`config.mk`:
```
export PLATFORM = sky130hd
export DESIGN_NAME = rggen_event_coalescer_flat
export DESIGN_NICKNAME = d
export VERILOG_FILES = /design/src/rtl/rggen_event_coalescer_if.sv /design/src/rtl/rggen_event_coalescer.sv /design/src/flat_wrapper.sv
export SDC_FILE = /design/constraint.sdc
export NUM_CORES = 1
export LEC_CHECK = 0
export BUFFER_PORTS_ARGS = -buffer_cell sky130_fd_sc_hd__buf_2
export CORE_MARGIN = 2
export CORE_UTILIZATION = 44
export DETAILED_ROUTE_END_ITERATION = 8
export PLACE_DENSITY = 0.86
export SLEW_MARGIN = 20
export SYNTH_ARGS = -nofsm -noshare
export SYNTH_HDL_FRONTEND = slang
export SYNTH_SLANG_ARGS = --single-unit
```
`constraint.sdc`:
```
create_clock -name clk -period 2.5 [get_ports clk]
set_input_delay 0.25 -clock clk [delete_from_list [all_inputs] [get_ports clk]]
set_output_delay 0.25 -clock clk [all_outputs]
set_load 0.01 [all_outputs]
```
`src/rtl/rggen_event_coalescer_if.sv`:
```
// Bus bundle for rggen_event_coalescer: raw events, lane controls, set pulses and pending counts.
// master = event source / register side, slave = coalescer.
interface rggen_event_coalescer_if #(
  parameter int unsigned WIDTH       = 1,
  parameter int unsigned COUNT_WIDTH = 8,
  parameter int unsigned TIMER_WIDTH = 16
);
  logic [WIDTH-1:0]             i_event;
  logic [WIDTH-1:0]             i_enable;
  logic [COUNT_WIDTH-1:0]       i_threshold;
  logic [TIMER_WIDTH-1:0]       i_timeout;
  logic [WIDTH-1:0]             o_set_or_clear;
  logic [WIDTH*COUNT_WIDTH-1:0] o_pending_count;

  modport master (
    output i_event, i_enable, i_threshold, i_timeout,
    input  o_set_or_clear, o_pending_count
  );

  modport slave (
    input  i_event, i_enable, i_threshold, i_timeout,
    output o_set_or_clear, o_pending_count
  );
endinterface

```
`src/rtl/rggen_event_coalescer.sv`:
```
// Per-lane event synchronizer, rising-edge detector and threshold/timeout coalescer driving W1C set pulses.
// Optional timeout rule enabled by defining RGGEN_EVENT_COALESCER_TIMEOUT_EN.
module rggen_event_coalescer #(
  parameter int unsigned WIDTH       = 1,
  parameter int unsigned SYNC_STAGES = 2,
  parameter int unsigned COUNT_WIDTH = 8,
  parameter int unsigned TIMER_WIDTH = 16
) (
  input logic                  clk,
  input logic                  rst_n,
  rggen_event_coalescer_if.slave bus
);

  typedef enum logic {ST_IDLE, ST_ACCUM} state_t;

  logic [WIDTH-1:0]             r_sync [SYNC_STAGES];
  logic [WIDTH-1:0]             r_sync_d;
  logic [WIDTH-1:0]             w_edge;
  logic [WIDTH-1:0]             w_pulse;
  logic [COUNT_WIDTH-1:0]       w_thr;
  logic [WIDTH*COUNT_WIDTH-1:0] w_count;

  // Synchronizer chain keeps running regardless of enable so re-enabling never fakes an edge
  always_ff @(posedge clk or negedge rst_n) begin
    if (!rst_n) begin
      for (int i = 0; i < SYNC_STAGES; i++) r_sync[i] <= '0;
      r_sync_d <= '0;
    end else begin
      r_sync[0] <= bus.i_event;
      for (int i = 1; i < SYNC_STAGES; i++) r_sync[i] <= r_sync[i-1];
      r_sync_d <= r_sync[SYNC_STAGES-1];
    end
  end

  assign w_edge = r_sync[SYNC_STAGES-1] & ~r_sync_d & bus.i_enable;
  assign w_thr  = (bus.i_threshold == '0) ? COUNT_WIDTH'(1) : bus.i_threshold;

`ifndef RGGEN_EVENT_COALESCER_TIMEOUT_EN
  logic w_unused_timeout;
  assign w_unused_timeout = ^bus.i_timeout;
`endif

  for (genvar n = 0; n < WIDTH; n++) begin : g_lane
    state_t                 r_state;
    logic [COUNT_WIDTH-1:0] r_count;
    logic [COUNT_WIDTH-1:0] w_next;
    logic                   r_pulse;
    logic                   w_timeout_hit;
    logic                   w_fire;

    assign w_next = (r_count == '1) ? r_count : r_count + COUNT_WIDTH'(w_edge[n]);

`ifdef RGGEN_EVENT_COALESCER_TIMEOUT_EN
    logic [TIMER_WIDTH-1:0] r_timer;

    assign w_timeout_hit = (r_state == ST_ACCUM) && (bus.i_timeout != '0) &&
                           (r_timer == bus.i_timeout - TIMER_WIDTH'(1));

    // Age of the current batch; held at zero outside ACCUM
    always_ff @(posedge clk or negedge rst_n) begin
      if (!rst_n) begin
        r_timer <= '0;
      end else if (!bus.i_enable[n] || (r_state != ST_ACCUM) || w_fire) begin
        r_timer <= '0;
      end else if (r_timer != '1) begin
        r_timer <= r_timer + TIMER_WIDTH'(1);
      end
    end
`else
    assign w_timeout_hit = 1'b0;
`endif

    assign w_fire = (w_next >= w_thr) || w_timeout_hit;

    always_ff @(posedge clk or negedge rst_n) begin
      if (!rst_n) begin
        r_state <= ST_IDLE;
        r_count <= '0;
        r_pulse <= 1'b0;
      end else begin
        r_pulse <= 1'b0;
        if (!bus.i_enable[n]) begin
          r_state <= ST_IDLE;
          r_count <= '0;
        end else begin
          case (r_state)
            ST_IDLE: begin
              if (w_edge[n]) begin
                if (w_thr == COUNT_WIDTH'(1)) begin
                  r_pulse <= 1'b1;
                  r_count <= '0;
                end else begin
                  r_count <= COUNT_WIDTH'(1);
                  r_state <= ST_ACCUM;
                end
              end
            end
            ST_ACCUM: begin
              // A coincident event is absorbed into the pulse fired here
              if (w_fire) begin
                r_pulse <= 1'b1;
                r_count <= '0;
                r_state <= ST_IDLE;
              end else begin
                r_count <= w_next;
              end
            end
            default: begin
              r_state <= ST_IDLE;
              r_count <= '0;
            end
          endcase
        end
      end
    end

    assign w_pulse[n]                           = r_pulse;
    assign w_count[n*COUNT_WIDTH +: COUNT_WIDTH] = r_count;
  end

  assign bus.o_set_or_clear  = w_pulse;
  assign bus.o_pending_count = w_count;

endmodule

```
`src/flat_wrapper.sv`:
```
// flat-port wrapper written by rule: the top's interface ports become plain ports
module rggen_event_coalescer_flat 
#(
  parameter int unsigned WIDTH       = 1,
  parameter int unsigned SYNC_STAGES = 2,
  parameter int unsigned COUNT_WIDTH = 8,
  parameter int unsigned TIMER_WIDTH = 16
)
  (clk, rst_n, bus_i_event, bus_i_enable, bus_i_threshold, bus_i_timeout, bus_o_set_or_clear, bus_o_pending_count);
  rggen_event_coalescer_if #(.WIDTH(WIDTH), .COUNT_WIDTH(COUNT_WIDTH), .TIMER_WIDTH(TIMER_WIDTH)) bus_i ();
  input logic clk;
  input logic rst_n;
  input wire logic [$bits(bus_i.i_event)-1:0] bus_i_event;
  input wire logic [$bits(bus_i.i_enable)-1:0] bus_i_enable;
  input wire logic [$bits(bus_i.i_threshold)-1:0] bus_i_threshold;
  input wire logic [$bits(bus_i.i_timeout)-1:0] bus_i_timeout;
  output wire logic [$bits(bus_i.o_set_or_clear)-1:0] bus_o_set_or_clear;
  output wire logic [$bits(bus_i.o_pending_count)-1:0] bus_o_pending_count;
  assign bus_i.i_event = bus_i_event;
  assign bus_i.i_enable = bus_i_enable;
  assign bus_i.i_threshold = bus_i_threshold;
  assign bus_i.i_timeout = bus_i_timeout;
  assign bus_o_set_or_clear = bus_i.o_set_or_clear;
  assign bus_o_pending_count = bus_i.o_pending_count;
  rggen_event_coalescer #(.WIDTH(WIDTH), .SYNC_STAGES(SYNC_STAGES), .COUNT_WIDTH(COUNT_WIDTH), .TIMER_WIDTH(TIMER_WIDTH)) u_core (.clk(clk), .rst_n(rst_n), .bus(bus_i));
endmodule
```
==> flow_metrics.tcl, run 1 <==
set metrics [dict create \
    finalNonFillerCells 188 \
    max_slew_margin_pct 59.4 \
    worst_setup_path_start_kind "flop" \
    numCtsBuffers 3 \
    fin_setup_tns_ps -1040 \
    timing.final.ws_setup_ps -151 \
    finalSetupViolations 10 \
    fin_crit_ps 2650 \
    gr-usage-all-layers_pct 23.7 \
    p_per_area_nw_per_um2 300 \
    dp_hpwl_mm 2.25 \
    outcome "finished, violations left" \
    initial_core_util_pct 46.2 \
    critPathArrivalTime_ps 2830 \
    reg2reg_slack_ps -150 \
    syn_inst 112 \
    fmax_ghz 0.377 \
    finalClockSkew_ps 9.57 \
    die_width_microns 52.2 \
    final_hold_viol_count 0 \
    syn_to_final_growth_pct 48.3 \
    crit_type "reg2reg" \
    cts_max_level 1 \
    clock_path_buffers 2 \
    drc 0 \
    p_total_uw 454 \
    holdPathEnd "u_core.r_sync[1]" \
    max_stage_delay_ps 400 \
    grt_start_max_net_pins 14 \
    cts-root-buf "clkbuf_4" \
    yosysSeqAreaShare_pct 31.9 \
    min_path_cells 1 \
    drt_iter0_drc 26 \
    avgSynthCellArea_sq_um 9.12 \
    die_area_sq_um 2720 \
    clkSlewWorstSetupHoldPaths_ps 90 \
    worstPathMaxFanout 9 \
    path_cells "nor2b_4 -> and2_4 -> ha_4 -> nand4_1 -> xor2_1 -> nand2_1 -> ha_4 -> and3_4 -> nand2_2 -> a31oi_4 -> buf_12 -> nor2_4 -> a221o_1" \
    power.leakage_uw 0.000789 \
    crit_buf_inv 1 \
    placedCellCount 179 \
    grt_pass1_wl_mm 4.66 \
    synth_area_sq_um 1020 \
    worst_r2r_path_depth 13 \
    cp.required_ps 2680 \
    diodes 0 \
    vias 1071 \
    grt_overflow 0 \
    multi_input_area_sq_um 768 \
    path_common_cell "ha_4" \
    vias_per_cell 5.70 \
    preCtsSetupSlack_ps -245 \
    synth_ff_type "dfrtp_1" \
    seq_area_sq_um 325 \
    ys_types 35 \
    place_congestion 0.824 \
    finalMaxSlewViolations 0 \
    clock_latency_ps 290 \
    core_area_sq_um 2210 \
    dpl_cell_area_sq_um 1390 \
    final_area_sq_um 1510 \
    die_y_microns 52.2 \
    cts_tree "yes" \
    reg2reg_to "u_core.bus.o_pending_count[4]" \
    hold_class "in2reg" \
    grt_pass1_vias 1094 \
    drt-pass1-iter-count 4 \
    ir_drop_mv 0.316 \
    synth_nets 150 \
    nets 199 \
    violations "negative setup slack" \
    ant_nets 0 \
    min_from "bus_i_event" \
    end_kind "flop" \
    synth_edf_count 0 \
    clock-sinks 13 \
    fin_crit_sh_pct 106 \
    antenna_found_initial 0 \
    synthArstFlopShare_pct 100 \
    ys_seq_elements 13 \
    port_buffers 20 \
    worst_slew_pin_slew_ps 606 \
    drive_gt1_share_pct 48.8 \
    n_fill_cell 178 \
    r2r-start "u_core.r_sync_d" \
    routedWlPerCell_microns 16.0 \
    num_rows 17 \
    cp_slowest_cell "dfrtp_1" \
    max_cap_violations 0 \
    routed_wl_mm 3.01 \
    ys_warn_count 0 \
    cpLargestDelayFamily "simple AND/OR/NAND/NOR gates" \
    rsz0062_at_grt "true" \
    ioPinCount 37 \
]
report_power, final:
| group | switching, uW | total, uW | internal (uW) |
|---|---|---|---|
| logic | 48.2 | 91.8 | 43.7 |
| registers | 7.90 | 224 | 216 |
| clock network | 75.8 | 138 | 62.2 |
worst reg2reg max path: cells and delay by family, from the launching register on:
kind	cells	cell delay, ps
flops	1	400
buf+inv	1	160
fa+ha+maj	2	460
compound gates	2	470
xor+xnor	1	200
simple gates	7	860
cells in the final DEF, fill, tap and decap left out, drive strengths merged, types with 4 or more instances in the layout:
cell    synthesis  routed
ha             10      10
clkbuf          0       4
inv             9       9
o21ai          10      10
buf             3      46
nand2          14      14
nor2b           4       4
a221o           6       6
dfrtp          13      13
nand4           5       5
nor3            6       6
nand3           4       4
worst max path at each step:
stage	from	end	slack, ps	depth (start not counted)
2_1_floorplan	u_core.r_sync_d	u_core.bus.o_pending_count[1]	-10	12
3_3_place_gp	u_core.r_sync[0]	u_core.bus.o_pending_count[1]	-70	12
3_5_place_dp	u_core.r_sync[0]	u_core.bus.o_pending_count[5]	-250	13
4_1_cts	u_core.r_sync[0]	u_core.bus.o_pending_count[5]	-130	13
5_1_grt	u_core.r_sync_d	u_core.bus.o_pending_count[1]	-300	12
6_report	u_core.r_sync_d	u_core.bus.o_pending_count[4]	-150	13
layout make-up:
cell class	count	area share [%]
repair buffers	47	21.5
flip-flops and latches	13	21.5
clock buffers	4	1.74
inverters	9	2.23
multi-input cells	87	50.7
well taps	28	2.31
cell families after synthesis:
family | Yosys count | synth area share (%)
adders and majority gates | 10 | 12.3
AOI/OAI and AO/OA | 24 | 19.0
buffers and inverters | 12 | 5.02
xor gates and xnor gates | 3 | 2.57
and+or+nand+nor | 50 | 29.3
DFF | 13 | 31.9
metrics by stage:
| stage | hold slack, ps | utilization (%) |
|---|---|---|
| after floorplan | -45.6 | - |
| final | 67.4 | 68.4 |
| after detailed placement | 157 | 62.7 |
| after global routing | 60.4 | 68.4 |
| after global placement | 145 | 62.7 |
| after CTS | 71.8 | 67.4 |
what timing repair did:
action                                  CTS  global route
endpoints found under the setup margin   10            10
pin swaps                                 8             4
gates resized for setup                  10             3
endpoints found under the hold margin    13             0
hold buffers                              1             0
setup buffers                             3             1
synth_stat cells, drive strengths merged, types with 2 or more instances:
master | n | area, sq um
nor2 | 3 | 18.8
or2 | 3 | 18.8
xor2 | 2 | 17.5
nor3 | 6 | 30.0
a21o | 3 | 22.5
and2 | 2 | 12.5
buf | 3 | 17.5
and3 | 2 | 17.5
nand3 | 4 | 20.0
ha | 10 | 125
a221o | 6 | 60.1
inv | 9 | 33.8
nand2b | 3 | 18.8
dfrtp | 13 | 325
nand4 | 5 | 37.5
o21ai | 10 | 50.0
nor2b | 4 | 27.5
nand2 | 14 | 55.1
state kept, by name, indices dropped and copies added (netlist names):
signal,flops
u_core.bus.o_pending_count,8
u_core.r_sync_d,1
u_core.r_sync,2
u_core.g_lane.r_state,1
u_core.bus.o_set_or_clear,1
routing by layer:
layer	GRT usage, %	share of wire (%)	up-vias
met3	6.29	3.7	8
met1	25.5	38	528
met5	0	0	-
met2	43.2	56	33
met4	9.83	2.7	0
li1	-	-	502
Note: power is estimated with default switching activity, not from simulation.
==> run 2: changes to the inputs <==
--- a/config.mk
+++ b/config.mk
@@ -7,9 +7,10 @@
 export LEC_CHECK = 0
 export BUFFER_PORTS_ARGS = -buffer_cell sky130_fd_sc_hd__buf_2
 export CORE_MARGIN = 2
-export CORE_UTILIZATION = 44
+export CORE_UTILIZATION = 46
+export CTS_BUF_LIST = sky130_fd_sc_hd__clkbuf_4
 export DETAILED_ROUTE_END_ITERATION = 8
-export PLACE_DENSITY = 0.86
+export PLACE_DENSITY = 0.89
 export SLEW_MARGIN = 20
 export SYNTH_ARGS = -nofsm -noshare
 export SYNTH_HDL_FRONTEND = slang
==> run 2 against run 1 <==
The run still ends with negative setup slack left. Clock skew decreased by 5.2 ps. Sequential cell count unchanged. Global-route usage increased by 0.93 points. Clock-buffer cell count unchanged. Total power increased by 5.0%. Clock power increased by 9%. First-iteration DRC count increased by 69%. Wire length decreased by 1.1%. Register-to-register slack improved by 30 ps. Combinational power increased by 13%. Die area decreased by 4.0%. Largest cell class unchanged.
==> flow_metrics.tcl, run 2 (synthesis results as in run 1) <==
set metrics [dict create \
    outcome "finished, violations left" \
    violations "negative setup slack" \
    nets 202 \
    clock_latency_ps 290 \
    path_cells "nor2b_4 -> and2_4 -> ha_4 -> nand2_1 -> or2_2 -> nand3_2 -> ha_4 -> and3_1 -> o21ai_2 -> a31oi_4 -> buf_12 -> nor2_4 -> buf_6 -> a21o_1" \
    r2r-start "u_core.r_sync_d" \
    die_width_microns 51.1 \
    antenna_found_initial 0 \
    max_stage_delay_ps 400 \
    end_kind "flop" \
    crit_type "reg2reg" \
    n_fill_cell 156 \
    finalMaxSlewViolations 0 \
    min_path_cells 1 \
    core_area_sq_um 2150 \
    cts_max_level 1 \
    hold_class "in2reg" \
    routed_wl_mm 2.98 \
    worst_slew_pin_slew_ps 602 \
    numCtsBuffers 3 \
    max_cap_violations 0 \
    worst_r2r_path_depth 14 \
    diodes 0 \
    worstPathMaxFanout 9 \
    power.leakage_uw 0.000822 \
    worst_setup_path_start_kind "flop" \
    drt-pass1-iter-count 7 \
    grt_overflow 0 \
    crit_buf_inv 2 \
    grt_pass1_wl_mm 4.74 \
    clkSlewWorstSetupHoldPaths_ps 90 \
    cts-root-buf "clkbuf_4" \
    finalNonFillerCells 191 \
    num_rows 17 \
    cp_slowest_cell "dfrtp_1" \
    drc 0 \
    preCtsSetupSlack_ps -162 \
    reg2reg_slack_ps -120 \
    vias 1094 \
    grt_pass1_vias 1058 \
    timing.final.ws_setup_ps -116 \
    dp_hpwl_mm 2.20 \
    die_y_microns 51.1 \
    rsz0062_at_grt "true" \
    final_hold_viol_count 0 \
    layout_commonest_cell "buf_4" \
    p_per_area_nw_per_um2 302 \
    layout_common_cells "buf_4, buf_2, dfrtp_1" \
    syn_to_final_growth_pct 54.3 \
    clock_path_buffers 2 \
    largest_register_ffs 8 \
    cpLargestDelayFamily "simple AND/OR/NAND/NOR gates" \
    gr-usage-all-layers_pct 24.6 \
    ir_drop_mv 0.355 \
    fin_setup_tns_ps -783 \
    routedWlPerCell_microns 15.6 \
    critPathArrivalTime_ps 2850 \
    drive_gt1_share_pct 52.1 \
    ant_nets 0 \
    finalSetupViolations 10 \
    postLayoutCoreUtil_pct 73.3 \
    cts_tree "yes" \
    cp.required_ps 2730 \
    path_common_cell "ha_4" \
    grt_start_max_net_pins 14 \
    fmax_ghz 0.382 \
    holdPathEnd "u_core.r_sync[1]" \
    fin_crit_ps 2620 \
    finalClockSkew_ps 4.34 \
    drt_iter0_drc 44 \
    fin_crit_sh_pct 105 \
    ioPinCount 37 \
    min_from "bus_i_event" \
    clock-sinks 13 \
    vias_per_cell 5.73 \
    port_buffers 20 \
    reg2reg_to "u_core.bus.o_pending_count[7]" \
    die_area_sq_um 2610 \
    max_slew_margin_pct 59.7 \
    place_congestion 0.796 \
    placedCellCount 182 \
    initial_core_util_pct 47.5 \
]
-- run 2: timing repair --
item	CTS	global route
setup endpoints to repair	10	10
buffers inserted	3	1
resized for setup	7	9
pin swaps	9	9
hold endpoints to repair	13	0
hold buffers	1	0
-- run 2: how the worst max path moves through the flow --
stage / from / end / slack (ps) / cells past startpoint
final: u_core.r_sync_d / u_core.bus.o_pending_count[7] / -120 / 14
after global placement: u_core.r_sync_d / u_core.bus.o_pending_count[7] / -80 / 14
after detailed placement: u_core.r_sync_d / u_core.bus.o_pending_count[7] / -160 / 14
after CTS: u_core.r_sync[0] / u_core.bus.o_pending_count[2] / -130 / 13
after global routing: u_core.r_sync_d / u_core.bus.o_pending_count[7] / -220 / 13
after floorplan: u_core.r_sync_d / u_core.bus.o_pending_count[1] / -10 / 12
-- run 2: report_power, final --
group          leakage [uW]  total [uW]  internal [uW]  switching [uW]
clock             0.0000184         150           73.0            77.4
sequential         0.000173         221            216            5.43
combinational      0.000631         104           52.7            51.7
-- run 2: layout make-up --
cell class / count / area, sq um / area share (%)
sequential: 13 / 325 / 20.7
tap: 28 / 35.0 / 2.22
timing repair buffer: 50 / 348 / 22.1
clock buffer: 4 / 30.0 / 1.91
multi-input combinational: 87 / 803 / 51.0
inverter: 9 / 33.8 / 2.14
-- run 2: per-layer routing --
layer / GRT usage, % / vias to the layer above / part of all wire (%)
met4: 8.56 / 0 / 2.1
met5: 0 / - / 0
met2: 45.2 / 52 / 55
met1: 28.4 / 518 / 36
li1: - / 515 / -
met3: 4.09 / 9 / 6.2
-- run 2: through the flow --
| step | hold WS, ps | power [uW] | cell area (sq um) |
|---|---|---|---|
| final | 65.5 | 476 | 1580 |
| after global routing | 60.3 | 499 | 1580 |
| after CTS | 76.9 | 470 | 1510 |
| after detailed placement | 165 | 317 | 1410 |
| after global placement | 146 | 311 | 1410 |
| after floorplan | -45.6 | 272 | 1090 |
-- run 2: worst register-to-register path, delay by kind of cell (launching register included) --
kind / cells / cell delay, ps
adder cells (fa/ha/maj): 2 / 360
flip-flops: 1 / 400
AND/OR/NAND/NOR: 7 / 1140
buffers and inverters: 2 / 290
AO/OA/AOI/OAI: 3 / 370
